<file path="config.mk">
export PLATFORM = sky130hd
export DESIGN_NAME = uart_rx_engine
export DESIGN_NICKNAME = d
export VERILOG_FILES = /design/src/rtl/uart_rx_engine.sv
export SDC_FILE = /design/constraint.sdc
export NUM_CORES = 1
export LEC_CHECK = 0
export ABC_CLOCK_PERIOD_IN_PS = 12600
export CAP_MARGIN = 10
export CORE_UTILIZATION = 45
export CTS_CLUSTER_SIZE = 30
export DETAILED_ROUTE_END_ITERATION = 8
export HOLD_SLACK_MARGIN = 0.08
export PLACE_DENSITY = 0.64
export SLEW_MARGIN = 10
export SYNTH_ARGS = -nofsm -noshare
export SYNTH_HDL_FRONTEND = slang
export SYNTH_SLANG_ARGS = --single-unit
</file>
<file path="constraint.sdc">
create_clock -name clk -period 12.6 [get_ports clk]
set_clock_uncertainty 0.2 [all_clocks]
set_input_delay 2.52 -clock clk [delete_from_list [all_inputs] [get_ports clk]]
set_output_delay 2.52 -clock clk [all_outputs]
set_load 0.05 [all_outputs]
</file>
<file path="src/rtl/uart_rx_engine.sv">
// uart_rx_engine
//   UART receive engine: 2-flop synchroniser, start-edge detect with mid-bit
//   validation, runtime baud divisor, 7/8 data bits, optional even/odd
//   parity, framing/parity/overrun flags and a ready/ack read handshake.
// Ports:
//   clk, rst        clock, async active-high reset
//   rx              serial input (async, idles high)
//   baud_val        clocks per bit (>= 4)
//   eight/pen/ohel  8-bit select, parity enable, odd parity select
//   rd_ack          one-cycle pulse consuming the held frame
//   rx_data         received byte (bit 7 = 0 in 7-bit mode)
//   rx_rdy          frame held and unread
//   perr/ferr/ovf   parity/framing/overrun flags of the held frame
//   busy            engine not idle
module uart_rx_engine #(
  parameter int DIV_W = 19
) (
  input  logic             clk,
  input  logic             rst,
  input  logic             rx,
  input  logic [DIV_W-1:0] baud_val,
  input  logic             eight,
  input  logic             pen,
  input  logic             ohel,
  input  logic             rd_ack,
  output logic [7:0]       rx_data,
  output logic             rx_rdy,
  output logic             perr,
  output logic             ferr,
  output logic             ovf,
  output logic             busy
);

  localparam logic [DIV_W-1:0] CNT_ONE = {{(DIV_W-1){1'b0}}, 1'b1};

  typedef enum logic [2:0] {
    S_IDLE   = 3'd0,
    S_START  = 3'd1,
    S_DATA   = 3'd2,
    S_STOP   = 3'd3,
    S_COMMIT = 3'd4
  } state_t;

  // frame configuration, frozen at the start edge
  typedef struct packed {
    logic [DIV_W-1:0] baud;
    logic             eight;
    logic             pen;
    logic             ohel;
  } cfg_t;

  state_t           state;
  cfg_t             cfg;
  logic             rx_m, rxs, rxs_d;
  logic [DIV_W-1:0] cnt;
  logic [3:0]       bcnt;
  logic [8:0]       sr;
  logic             stop_bit;

  // synchroniser plus history flop; all preset to the idle level
  always_ff @(posedge clk or posedge rst) begin
    if (rst) begin
      rx_m  <= 1'b1;
      rxs   <= 1'b1;
      rxs_d <= 1'b1;
    end else begin
      rx_m  <= rx;
      rxs   <= rx_m;
      rxs_d <= rxs;
    end
  end

  logic             start_edge;
  logic [3:0]       nbits;
  logic             half_tc, bit_tc, last_bit;
  logic [8:0]       aligned;
  logic [7:0]       data_w;
  logic             par_bit, par_err;

  always_comb begin
    start_edge = rxs_d & ~rxs;
    nbits      = 4'd7 + {3'b000, cfg.eight} + {3'b000, cfg.pen};
    half_tc    = (cnt == ((cfg.baud >> 1) - CNT_ONE));
    bit_tc     = (cnt == (cfg.baud - CNT_ONE));
    last_bit   = (bcnt == (nbits - 4'd1));
    // samples enter at bit 8 and shift right, so the first received bit
    // sits at position 9-N once N samples are in
    aligned    = sr >> (4'd9 - nbits);
    data_w     = cfg.eight ? aligned[7:0] : {1'b0, aligned[6:0]};
    par_bit    = cfg.eight ? aligned[8] : aligned[7];
    par_err    = cfg.pen & ((^data_w ^ par_bit) != cfg.ohel);
  end

  always_ff @(posedge clk or posedge rst) begin
    if (rst) begin
      state    <= S_IDLE;
      cfg      <= '0;
      cnt      <= '0;
      bcnt     <= '0;
      sr       <= '0;
      stop_bit <= 1'b1;
      rx_data  <= 8'h00;
      rx_rdy   <= 1'b0;
      perr     <= 1'b0;
      ferr     <= 1'b0;
      ovf      <= 1'b0;
      busy     <= 1'b0;
    end else begin
      // a commit later in this block overrides the acknowledge
      if (rd_ack) rx_rdy <= 1'b0;
      case (state)
        S_IDLE: begin
          cnt  <= '0;
          bcnt <= '0;
          busy <= 1'b0;
          if (start_edge) begin
            cfg   <= '{baud: baud_val, eight: eight, pen: pen, ohel: ohel};
            state <= S_START;
            busy  <= 1'b1;
          end
        end
        S_START: begin
          if (half_tc) begin
            cnt <= '0;
            if (!rxs) begin
              state <= S_DATA;
            end else begin
              // line back high at mid-start: glitch, drop silently
              state <= S_IDLE;
              busy  <= 1'b0;
            end
          end else begin
            cnt <= cnt + CNT_ONE;
          end
        end
        S_DATA: begin
          if (bit_tc) begin
            cnt <= '0;
            sr  <= {rxs, sr[8:1]};
            if (last_bit) state <= S_STOP;
            else          bcnt  <= bcnt + 4'd1;
          end else begin
            cnt <= cnt + CNT_ONE;
          end
        end
        S_STOP: begin
          if (bit_tc) begin
            cnt      <= '0;
            stop_bit <= rxs;
            state    <= S_COMMIT;
          end else begin
            cnt <= cnt + CNT_ONE;
          end
        end
        S_COMMIT: begin
          rx_data <= data_w;
          ferr    <= ~stop_bit;
          perr    <= par_err;
          ovf     <= rx_rdy & ~rd_ack;
          rx_rdy  <= 1'b1;
          busy    <= 1'b0;
          state   <= S_IDLE;
        end
        default: begin
          state <= S_IDLE;
          busy  <= 1'b0;
        end
      endcase
    end
  end

endmodule

</file>
==> impl_metrics.tcl, run 1 <==
set metrics [dict create \
    outcome "finished, final reports clean" \
    synth-seq-cells 74 \
    final_common_cell "dfrtp_1" \
    grt_pass1_vias 3789 \
    cts_sinks 74 \
    slew_violations 0 \
    crit_family "simple AND/OR/NAND/NOR gates" \
    power.density_mw_per_mm2 183 \
    die_area_mm2 0.0114 \
    drive_gt1_share_pct 14.9 \
    worst-slew-pin-transition_ps 946 \
    ys.flop_type "dfrtp_1" \
    regArea_mm2 0.00186 \
    synth_cells 508 \
    required_ps 12650 \
    core_mm2 0.0105 \
    initial_core_util_pct 47.2 \
    wl_per_cell_um 16.5 \
    fin_crit_sh_pct 34.6 \
    dr.pass1.iters 4 \
    setup_viol 0 \
    synthArstFlopShare_pct 100 \
    area_growth_pct 12.1 \
    cp.buffers_inverters 1 \
    crit_fanout 10 \
    startpoint "cfg[4]" \
    grt_max_degree 75 \
    ios 39 \
    port_buffers 38 \
    crit_slowest_cell "or4b_4" \
    seq_area_frac_synth_pct 37.6 \
    grt_pass1_wl_um 18500 \
    ant_nets 0 \
    post_cts_buffers 0 \
    routed-via-count 3762 \
    start_kind "flip-flop" \
    leakage_nw 2.25 \
    drcViolationCount 0 \
    min_period_ps 4360 \
    finish.utilization_pct 52.9 \
    crit_type "flip-flop to flip-flop" \
    cts_buffer_depth 2 \
    fmax_ghz 0.230 \
    drv_cap 0 \
    n_fill_cell 959 \
    fin_nets 553 \
    syn-num-nets 541 \
    yosys_warnings 0 \
    cts.clk_slew.worst_paths_ps 80 \
    pre_cts_ws_ps 8290 \
    grt.overflow.total 0 \
    setup_slack_ps 8240 \
    slowest_delay_ps 590 \
    die_h_um 107 \
    hold_viol 0 \
    worstHoldStart "rx_m" \
    clockRootBuffer "clkbuf_8" \
    antenna_found_initial 0 \
    die_w_um 107 \
    rsz0062_at_grt "no" \
    drtIter0Drc 177 \
    hp-class "flip-flop to flip-flop" \
    antenna_cells 0 \
    dp_hpwl_um 7830 \
    numCtsBuffers 9 \
    synth_cell_type_count 70 \
    critPathCaptureType "flip-flop" \
    syn_area_per_cell_um2 9.72 \
    ir_drop_uv 195 \
    crit_arrival_ps 4410 \
    rows 37 \
    multiInputGateArea_mm2 0.00285 \
    cts_tree "built" \
    crit_path_cell_trace "inv_1 > ha_1 > or4b_4 > or4_4 > xnor2_1 > or4b_1 > a221oi_2 > nand2_1 > nor2_4 > mux2_1" \
    mostFrequentLayoutCells "70 x dfrtp_1, 42 x nor2_1, 38 x xnor2_1, 38 x clkdlybuf4s50_1" \
    synth_area_mm2 0.00494 \
    r2r-start "cfg[4]" \
    synth_enable_flop_cells 0 \
    setup_tns_ps 0 \
    cts_resized 0 \
    track_usage_pct 20.9 \
    clk_latency_ps 370 \
    slew_headroom_pct 36.9 \
    h-tree-depth 3 \
    place.gp.congestion 0.867 \
    wl_um 10900 \
    cts_hold_buf 0 \
    via_per_inst 5.69 \
]
cells in the mapped netlist (4+ instances only):
| cell | count | area share (%) |
|---|---|---|
| nand4_1 | 9 | 1.1 |
| nand3_1 | 21 | 2.1 |
| o41ai_1 | 4 | 0.71 |
| inv_1 | 17 | 1.3 |
| mux2_1 | 9 | 2.1 |
| a22o_1 | 5 | 0.89 |
| a21oi_1 | 9 | 0.91 |
| o211ai_1 | 5 | 0.76 |
| mux2_2 | 31 | 7.1 |
| a31oi_1 | 4 | 0.51 |
| xnor2_1 | 38 | 6.7 |
| nor4_2 | 4 | 1.0 |
| nor2b_1 | 8 | 1.0 |
| nand2_1 | 31 | 2.4 |
| buf_2 | 4 | 0.41 |
| dfstp_2 | 4 | 2.1 |
| mux2i_1 | 8 | 1.6 |
| o22ai_1 | 5 | 0.63 |
| or3_1 | 7 | 0.89 |
| nand3b_1 | 4 | 0.61 |
| and3_1 | 4 | 0.51 |
| nor2_1 | 42 | 3.2 |
| ha_1 | 7 | 1.8 |
| buf_1 | 4 | 0.30 |
| dfrtp_1 | 70 | 35 |
| clkbuf_1 | 28 | 2.1 |
| xor2_1 | 30 | 5.3 |
| o21ai_0 | 16 | 1.6 |
| nand2b_1 | 6 | 0.76 |
| nor3_1 | 13 | 1.3 |
registers in the layout (all words and copies together), names as in the netlist, 3 cells and up:
signal   flops
cnt         19
bcnt         4
state        3
sr           9
cfg         22
rx_data      8
cell type report:
| cell class | instances | share of cell area [%] |
|---|---|---|
| Multi-Input combinational cell | 378 | 51.4 |
| Sequential cell | 74 | 33.5 |
| Timing Repair Buffer | 40 | 7.14 |
| Tap cell | 136 | 3.07 |
| Clock buffer | 10 | 2.49 |
| Clock inverter | 6 | 1.20 |
| Inverter | 17 | 1.15 |
layer usage:
layer / global-route usage, % / vias up / share of wire, %
met2: 35.6 / 80 / 50
li1: - / 1822 / -
met4: 6.36 / 0 / 2.2
met1: 25.6 / 1840 / 44
met5: 0 / - / 0
met3: 6.02 / 20 / 4.0
power breakdown:
part / leakage (nW) / total, W / switching, W / internal (W)
Sequential: 0.952 / 0.000399 / 0.000115 / 0.000284
Clock: 0.106 / 0.000192 / 0.0000944 / 0.0000971
Combinational: 1.20 / 0.000421 / 0.000218 / 0.000204
path summary, 6_finish.rpt:
kind                       endpoint  depth (start not counted)  slack [ps]
max                           sr[0]                         10        8240
max reg2reg                   sr[0]                         10        8240
min in group asynchronous   cfg[19]                          3        2550
min                             rxs                          0         160
min reg2reg                     rxs                          0         160
max in group asynchronous   bcnt[1]                          3        9030
worst register-to-register path: cells and delay by family, from the launching register on:
family	cells	cell delay, ps
AND/OR/NAND/NOR	5	2200
AO/OA/AOI/OAI	1	510
flip-flops	1	440
multiplexers	1	360
adder cells (fa/ha/maj)	1	290
XOR/XNOR	1	150
buffers and inverters	1	100
cells by family (layout without fill, tap and decap cells):
family / count (synthesis) / in the layout / share of synthesized area, %
and+or+nand+nor: 181 / 181 / 20.8
DFF: 74 / 74 / 37.6
AOI/OAI and AO/OA: 70 / 70 / 10.4
xor gates and xnor gates: 69 / 69 / 12.5
buffers and inverters: 56 / 73 / 4.74
muxes: 51 / 51 / 12.1
adders and majority gates: 7 / 7 / 1.77
metrics by stage:
step / hold WS [ps] / area, µm² / power (W) / instances
5_1_grt: 168 / 5540 / 0.00109 / 661
2_1_floorplan: 145 / 4940 / 0.000736 / 508
6_report: 159 / 5540 / 0.00101 / 661
3_3_place_gp: 146 / 5330 / 0.000811 / 645
4_1_cts: 159 / 5540 / 0.00102 / 661
3_5_place_dp: 147 / 5330 / 0.000822 / 645
No activity file was read; power rests on OpenSTA's default activity.
==> inputs of run 2 (changes only) <==
--- a/config.mk
+++ b/config.mk
@@ -5,13 +5,13 @@
 export SDC_FILE = /design/constraint.sdc
 export NUM_CORES = 1
 export LEC_CHECK = 0
-export ABC_CLOCK_PERIOD_IN_PS = 12600
+export ABC_CLOCK_PERIOD_IN_PS = 3690
 export CAP_MARGIN = 10
 export CORE_UTILIZATION = 45
 export CTS_CLUSTER_SIZE = 30
 export DETAILED_ROUTE_END_ITERATION = 8
 export HOLD_SLACK_MARGIN = 0.08
-export PLACE_DENSITY = 0.64
+export PLACE_DENSITY = 0.67
 export SLEW_MARGIN = 10
 export SYNTH_ARGS = -nofsm -noshare
 export SYNTH_HDL_FRONTEND = slang
==> constraint.sdc (replaced) <==
create_clock -name clk -period 3.69 [get_ports clk]
set_clock_uncertainty 0.2 [all_clocks]
set_input_delay 0.738 -clock clk [delete_from_list [all_inputs] [get_ports clk]]
set_output_delay 0.738 -clock clk [all_outputs]
set_load 0.05 [all_outputs]
==> run 2 against run 1 <==
Against the previous run: count of clock-buffer cells in the layout stayed put; final cell count is 5.3% higher; combinational power grew to 4.5 times the previous value; worst setup slack worse by 8100 ps.
==> impl_metrics.tcl, run 2 (synthesized netlist as in run 1, its figures left out) <==
set metrics [dict create \
    power.total_w 0.00362 \
    grt_max_degree 75 \
    min_to "rxs" \
    clockRootBuffer "clkbuf_8" \
    cts_sinks 74 \
    crit_path_cell_trace "inv_2 > ha_4 > or4b_4 > or4_4 > xnor2_1 > or4b_4 > a221oi_4 > nand2_2 > nor2_4 > buf_12 > mux2_4" \
    switching_share_pct 42.0 \
    internal_power_w 0.00210 \
    rows 37 \
    biggestRegsByFlops "cfg: 22 flops, cnt: 19 flops, sr: 9 flops" \
    initial_core_util_pct 47.2 \
    final_common_cell "dfrtp_1" \
    routed-via-count 3877 \
    highest_layer "met4" \
    top_register "cfg" \
    final_cells 696 \
    critPathCaptureType "flip-flop" \
    ios 39 \
    fin_nets 588 \
    slowest_delay_ps 500 \
    r2r-start "cfg[4]" \
    clk_latency_ps 360 \
    leakage_nw 2.42 \
    drtIter0Drc 168 \
    setup_tns_ps 0 \
    grt.overflow.total 0 \
    crit_type "flip-flop to flip-flop" \
    cts_buffer_depth 2 \
    mostFrequentLayoutCells "70 x dfrtp_1, 42 x nor2_1, 38 x xnor2_1, 38 x clkdlybuf4s50_1, 35 x buf_4" \
    hp-class "flip-flop to flip-flop" \
    required_ps 3740 \
    antenna_cells 0 \
    hold_viol 0 \
    grt_pass1_vias 3858 \
    drv_cap 0 \
    reg2reg_depth 11 \
    largest_register_ffs 22 \
    rsz0062_at_grt "yes" \
    worstHoldStart "rx_m" \
    power.density_mw_per_mm2 618 \
    start_kind "flip-flop" \
    r2r-end "sr[0]" \
    wirelength_met1_um 4900 \
    die_area_mm2 0.0114 \
    slew_violations 0 \
    fin_crit_sh_pct 97.2 \
    area_growth_pct 18.7 \
    setup_viol 0 \
    setup_slack_ps 102 \
    critical_path.most_common_cell "or4b_4" \
    dp_hpwl_um 8140 \
    whs_path_depth 0 \
    wl_per_cell_um 15.9 \
    core_mm2 0.0105 \
    crit_slowest_cell "or4b_4" \
    ir_drop_uv 598 \
    outcome "finished, final reports clean" \
    clkPwrFrac_pct 15.5 \
    p_comb_share_pct 52.8 \
    die_h_um 107 \
    h-tree-depth 3 \
    cts_tree "built" \
    fmax_ghz 0.279 \
    seqPwrFrac_pct 31.7 \
    numCtsBuffers 9 \
    crit_fanout 9 \
    via_per_inst 5.57 \
    drive_gt1_share_pct 22.3 \
    track_usage_pct 21.3 \
    wl_um 11000 \
    die_w_um 107 \
    grt_pass1_wl_um 19000 \
    dp_cells 676 \
    r2r_setup_slack_ps 100 \
    cts_hold_buf 0 \
    routed-wl-met3_um 411 \
    crit_arrival_ps 3640 \
    min_period_ps 3590 \
    wl_met2_um 5460 \
    slew_headroom_pct 43.8 \
    worst-slew-pin-transition_ps 821 \
    cts.clk_slew.worst_paths_ps 80 \
    drcViolationCount 0 \
    place.gp.congestion 0.919 \
    worst_hold_slack_ps 159 \
    p_sw_w 0.00152 \
    port_buffers 38 \
    pre_cts_ws_ps 13.3 \
    dr.pass1.iters 4 \
    ant_nets 0 \
    antenna_found_initial 0 \
]
## run 2: cell count changes in the layout (fill, tap and decap cells not counted), moves of 2 or more
cell,before,now
clkinvlp_4,0,3
inv_1,16,14
mux2_1,9,1
mux2_4,0,8
buf_4,2,35
inv_2,1,3
buf_12,0,2
## run 2: area by class of cell
| class | count | area [µm²] |
|---|---|---|
| Timing Repair Buffer | 75 | 683 |
| Fill cell | 938 | 4600 |
| Sequential cell | 74 | 1860 |
| Inverter | 17 | 63.8 |
| Clock inverter | 6 | 45.0 |
| Tap cell | 136 | 170 |
| Multi-Input combinational cell | 378 | 2920 |
| Clock buffer | 10 | 128 |
## run 2: routing by layer
layer / vias to the layer above / GRT usage (%)
li1: 1893 / -
met1: 1879 / 27.5
met2: 79 / 35.0
met3: 26 / 4.68
met4: 0 / 8.12
met5: - / 0
## run 2: power by group through the flow
stage                     combinational [W]  clock, W  sequential, W
after floorplan                     0.00142         0        0.00112
after global routing                0.00210  0.000617        0.00118
final                               0.00191  0.000561        0.00115
after global placement              0.00186         0        0.00116
after CTS                           0.00191  0.000583        0.00115
after detailed placement            0.00190         0        0.00117
## run 2: per-stage QoR
stage	cell area (µm²)	util [%]
5_1_grt	5860	56.0
2_1_floorplan	5000	-
3_5_place_dp	5640	53.9
4_1_cts	5840	55.8
3_3_place_gp	5640	53.9
6_report	5860	56.0
## run 2: worst max-delay path by stage
stage,end,cells past startpoint,from
finish,sr[0],11,cfg[4]
global route,bcnt[0],10,cfg[4]
CTS,sr[0],11,cfg[4]
global placement,sr[6],10,cfg[5]
detailed placement,sr[0],10,cfg[4]
floorplan,sr[0],11,cfg[5]
## run 2: worst max-delay path: cells and delay by family (launching register included)
family	cells	cell delay (ps)
simple gates	5	1720
xor+xnor	1	150
mux	1	300
fa+ha+maj	1	120
compound gates	1	380
flops	1	390
buf+inv	2	220
## run 2: what timing repair did
item / 4_1_cts / 5_1_grt
gates resized for setup: 0 / 1
pin swaps: 1 / 0
endpoints found under the setup margin: 2 / 11
setup buffers: 2 / 2
==> inputs of run 3 (changes only) <==
--- a/config.mk
+++ b/config.mk
@@ -5,13 +5,14 @@
 export SDC_FILE = /design/constraint.sdc
 export NUM_CORES = 1
 export LEC_CHECK = 0
-export ABC_CLOCK_PERIOD_IN_PS = 3690
+export ABC_CLOCK_PERIOD_IN_PS = 3900
 export CAP_MARGIN = 10
 export CORE_UTILIZATION = 45
 export CTS_CLUSTER_SIZE = 30
 export DETAILED_ROUTE_END_ITERATION = 8
 export HOLD_SLACK_MARGIN = 0.08
-export PLACE_DENSITY = 0.67
+export PLACE_DENSITY = 0.64
+export REMOVE_ABC_BUFFERS = 1
 export SLEW_MARGIN = 10
 export SYNTH_ARGS = -nofsm -noshare
 export SYNTH_HDL_FRONTEND = slang
==> constraint.sdc (replaced) <==
create_clock -name clk -period 3.9 [get_ports clk]
set_clock_uncertainty 0.2 [all_clocks]
set_input_delay 0.78 -clock clk [delete_from_list [all_inputs] [get_ports clk]]
set_output_delay 0.78 -clock clk [all_outputs]
set_load 0.05 [all_outputs]
==> run 3 against run 2 <==
Against the previous run: register-to-register slack about the same; global-route usage fell by 0.21 points; final area fell by 2.7%; power decreased by 7.1%; combinational power fell by 9.9%; non-clock buffer count decreased by 13; sequential power about the same; final cell count is 2.0% lower; worst hold slack better by 6.9 ps; largest power group unchanged.
==> impl_metrics.tcl, run 3 (synthesized netlist as in run 1, its figures left out) <==
set metrics [dict create \
    slew_violations 0 \
    rows 37 \
    biggestRegsByFlops "cfg: 22 flops, cnt: 19 flops, sr: 9 flops" \
    setup_slack_ps 101 \
    cts.clk_slew.worst_paths_ps 80 \
    crit_arrival_ps 3850 \
    mostFrequentLayoutCells "70 x dfrtp_1, 42 x nor2_1, 38 x xnor2_1, 38 x clkdlybuf4s50_1" \
    grt_pass1_vias 3890 \
    antenna_cells 0 \
    cts_tree "built" \
    setup_tns_ps 0 \
    fin_crit_sh_pct 97.4 \
    ant_nets 0 \
    crit_path_cell_trace "inv_1 > ha_1 > or4b_4 > or4_4 > xnor2_1 > or4b_1 > a221oi_4 > buf_6 > nand3b_2 > mux2_1 > a22o_1" \
    hold_viol 0 \
    dp_hpwl_um 8110 \
    drv_cap 0 \
    clk_latency_ps 350 \
    crit_slowest_cell "or4_4" \
    ios 39 \
    rsz0062_at_grt "yes" \
    setup_viol 0 \
    startpoint "cfg[4]" \
    worstHoldStart "rx_m" \
    crit_fanout 6 \
    drcViolationCount 0 \
    start_kind "flip-flop" \
    wl_per_cell_um 16.2 \
    port_buffers 38 \
    initial_core_util_pct 47.2 \
    dr.pass1.iters 4 \
    worst-slew-pin-transition_ps 661 \
    ir_drop_uv 479 \
    core_mm2 0.0105 \
    clockRootBuffer "clkbuf_8" \
    grt_max_degree 45 \
    worst_hold_slack_ps 166 \
    final_cells 682 \
    track_usage_pct 21.1 \
    die_area_mm2 0.0114 \
    h-tree-depth 3 \
    min_period_ps 3800 \
    largest_register_ffs 22 \
    pre_cts_ws_ps 63.3 \
    die_w_um 107 \
    power.total_w 0.00337 \
    grt.overflow.total 0 \
    crit_type "flip-flop to flip-flop" \
    power.density_mw_per_mm2 590 \
    required_ps 3950 \
    slowest_delay_ps 560 \
    routed-via-count 3818 \
    outcome "finished, final reports clean" \
    drive_gt1_share_pct 18.5 \
    place.gp.congestion 0.845 \
    cts_sinks 74 \
    critPathCaptureType "flip-flop" \
    hp-class "flip-flop to flip-flop" \
    grt_pass1_wl_um 19000 \
    via_per_inst 5.60 \
    area_growth_pct 15.5 \
    cts_buffer_depth 2 \
    r2r-start "cfg[4]" \
    antenna_found_initial 0 \
    slew_headroom_pct 55.5 \
    fmax_ghz 0.263 \
    die_h_um 107 \
    final_common_cell "dfrtp_1" \
    drtIter0Drc 191 \
    numCtsBuffers 9 \
    top_register "cfg" \
    dp_cells 667 \
    fin_nets 575 \
    leakage_nw 2.35 \
    wl_um 11000 \
]
[run 3: cell count changes in the layout (fill, tap and decap cells not counted), sizes merged]
| cell | change |
|---|---|
| clkbuf | -1 |
| buf | -13 |
[run 3: path summary, 6_finish.rpt]
| path | end | slack [ps] | cells past startpoint |
|---|---|---|---|
| worst max-delay path | bcnt[0] | 100 | 11 |
| min in group asynchronous | rx_data[5] | 630 | 2 |
| worst min register to register | rxs | 170 | 0 |
| max in group asynchronous | cnt[4] | 2190 | 3 |
| worst min-delay path | rxs | 170 | 0 |
| worst max register to register | bcnt[0] | 100 | 11 |
[run 3: final cells by class]
type | count | area [µm²]
Timing Repair Buffer | 62 | 577
Inverter | 17 | 63.8
Tap cell | 136 | 170
Clock buffer | 9 | 124
Clock inverter | 6 | 45.0
Multi-Input combinational cell | 378 | 2870
Fill cell | 953 | 4760
Sequential cell | 74 | 1860
[run 3: layer usage]
layer	track usage (%)	up-vias	part of all wire, %
met5	0	-	0
met4	6.56	0	1.9
met3	4.01	16	3.2
met2	36.6	60	50
met1	26.5	1877	45
li1	-	1865	-
[run 3: critical path, delay by kind of cell, from the launching register on]
kind	cells	cell delay, ps
flops	1	380
buf+inv	2	240
fa+ha+maj	1	160
compound gates	2	490
mux	1	360
xor+xnor	1	140
simple gates	4	1710
[run 3: report_power, final]
part / leakage [nW] / switching [W] / internal (W)
clock: 0.0773 / 0.000299 / 0.000228
sequential: 0.952 / 0.000204 / 0.000920
combinational: 1.32 / 0.000923 / 0.000793
total: 2.35 / 0.00143 / 0.00194
[run 3: what timing repair did]
action	4_1_cts	5_1_grt
setup endpoints to repair	0	26
setup buffers	0	0
hold buffers	0	0
gates resized for setup	0	5
[run 3: metrics by stage]
stage	utilization (%)	area, µm²
final	54.5	5700
after global routing	54.5	5700
after CTS	54.3	5680
after detailed placement	52.7	5510
after global placement	52.7	5510
after floorplan	-	4770
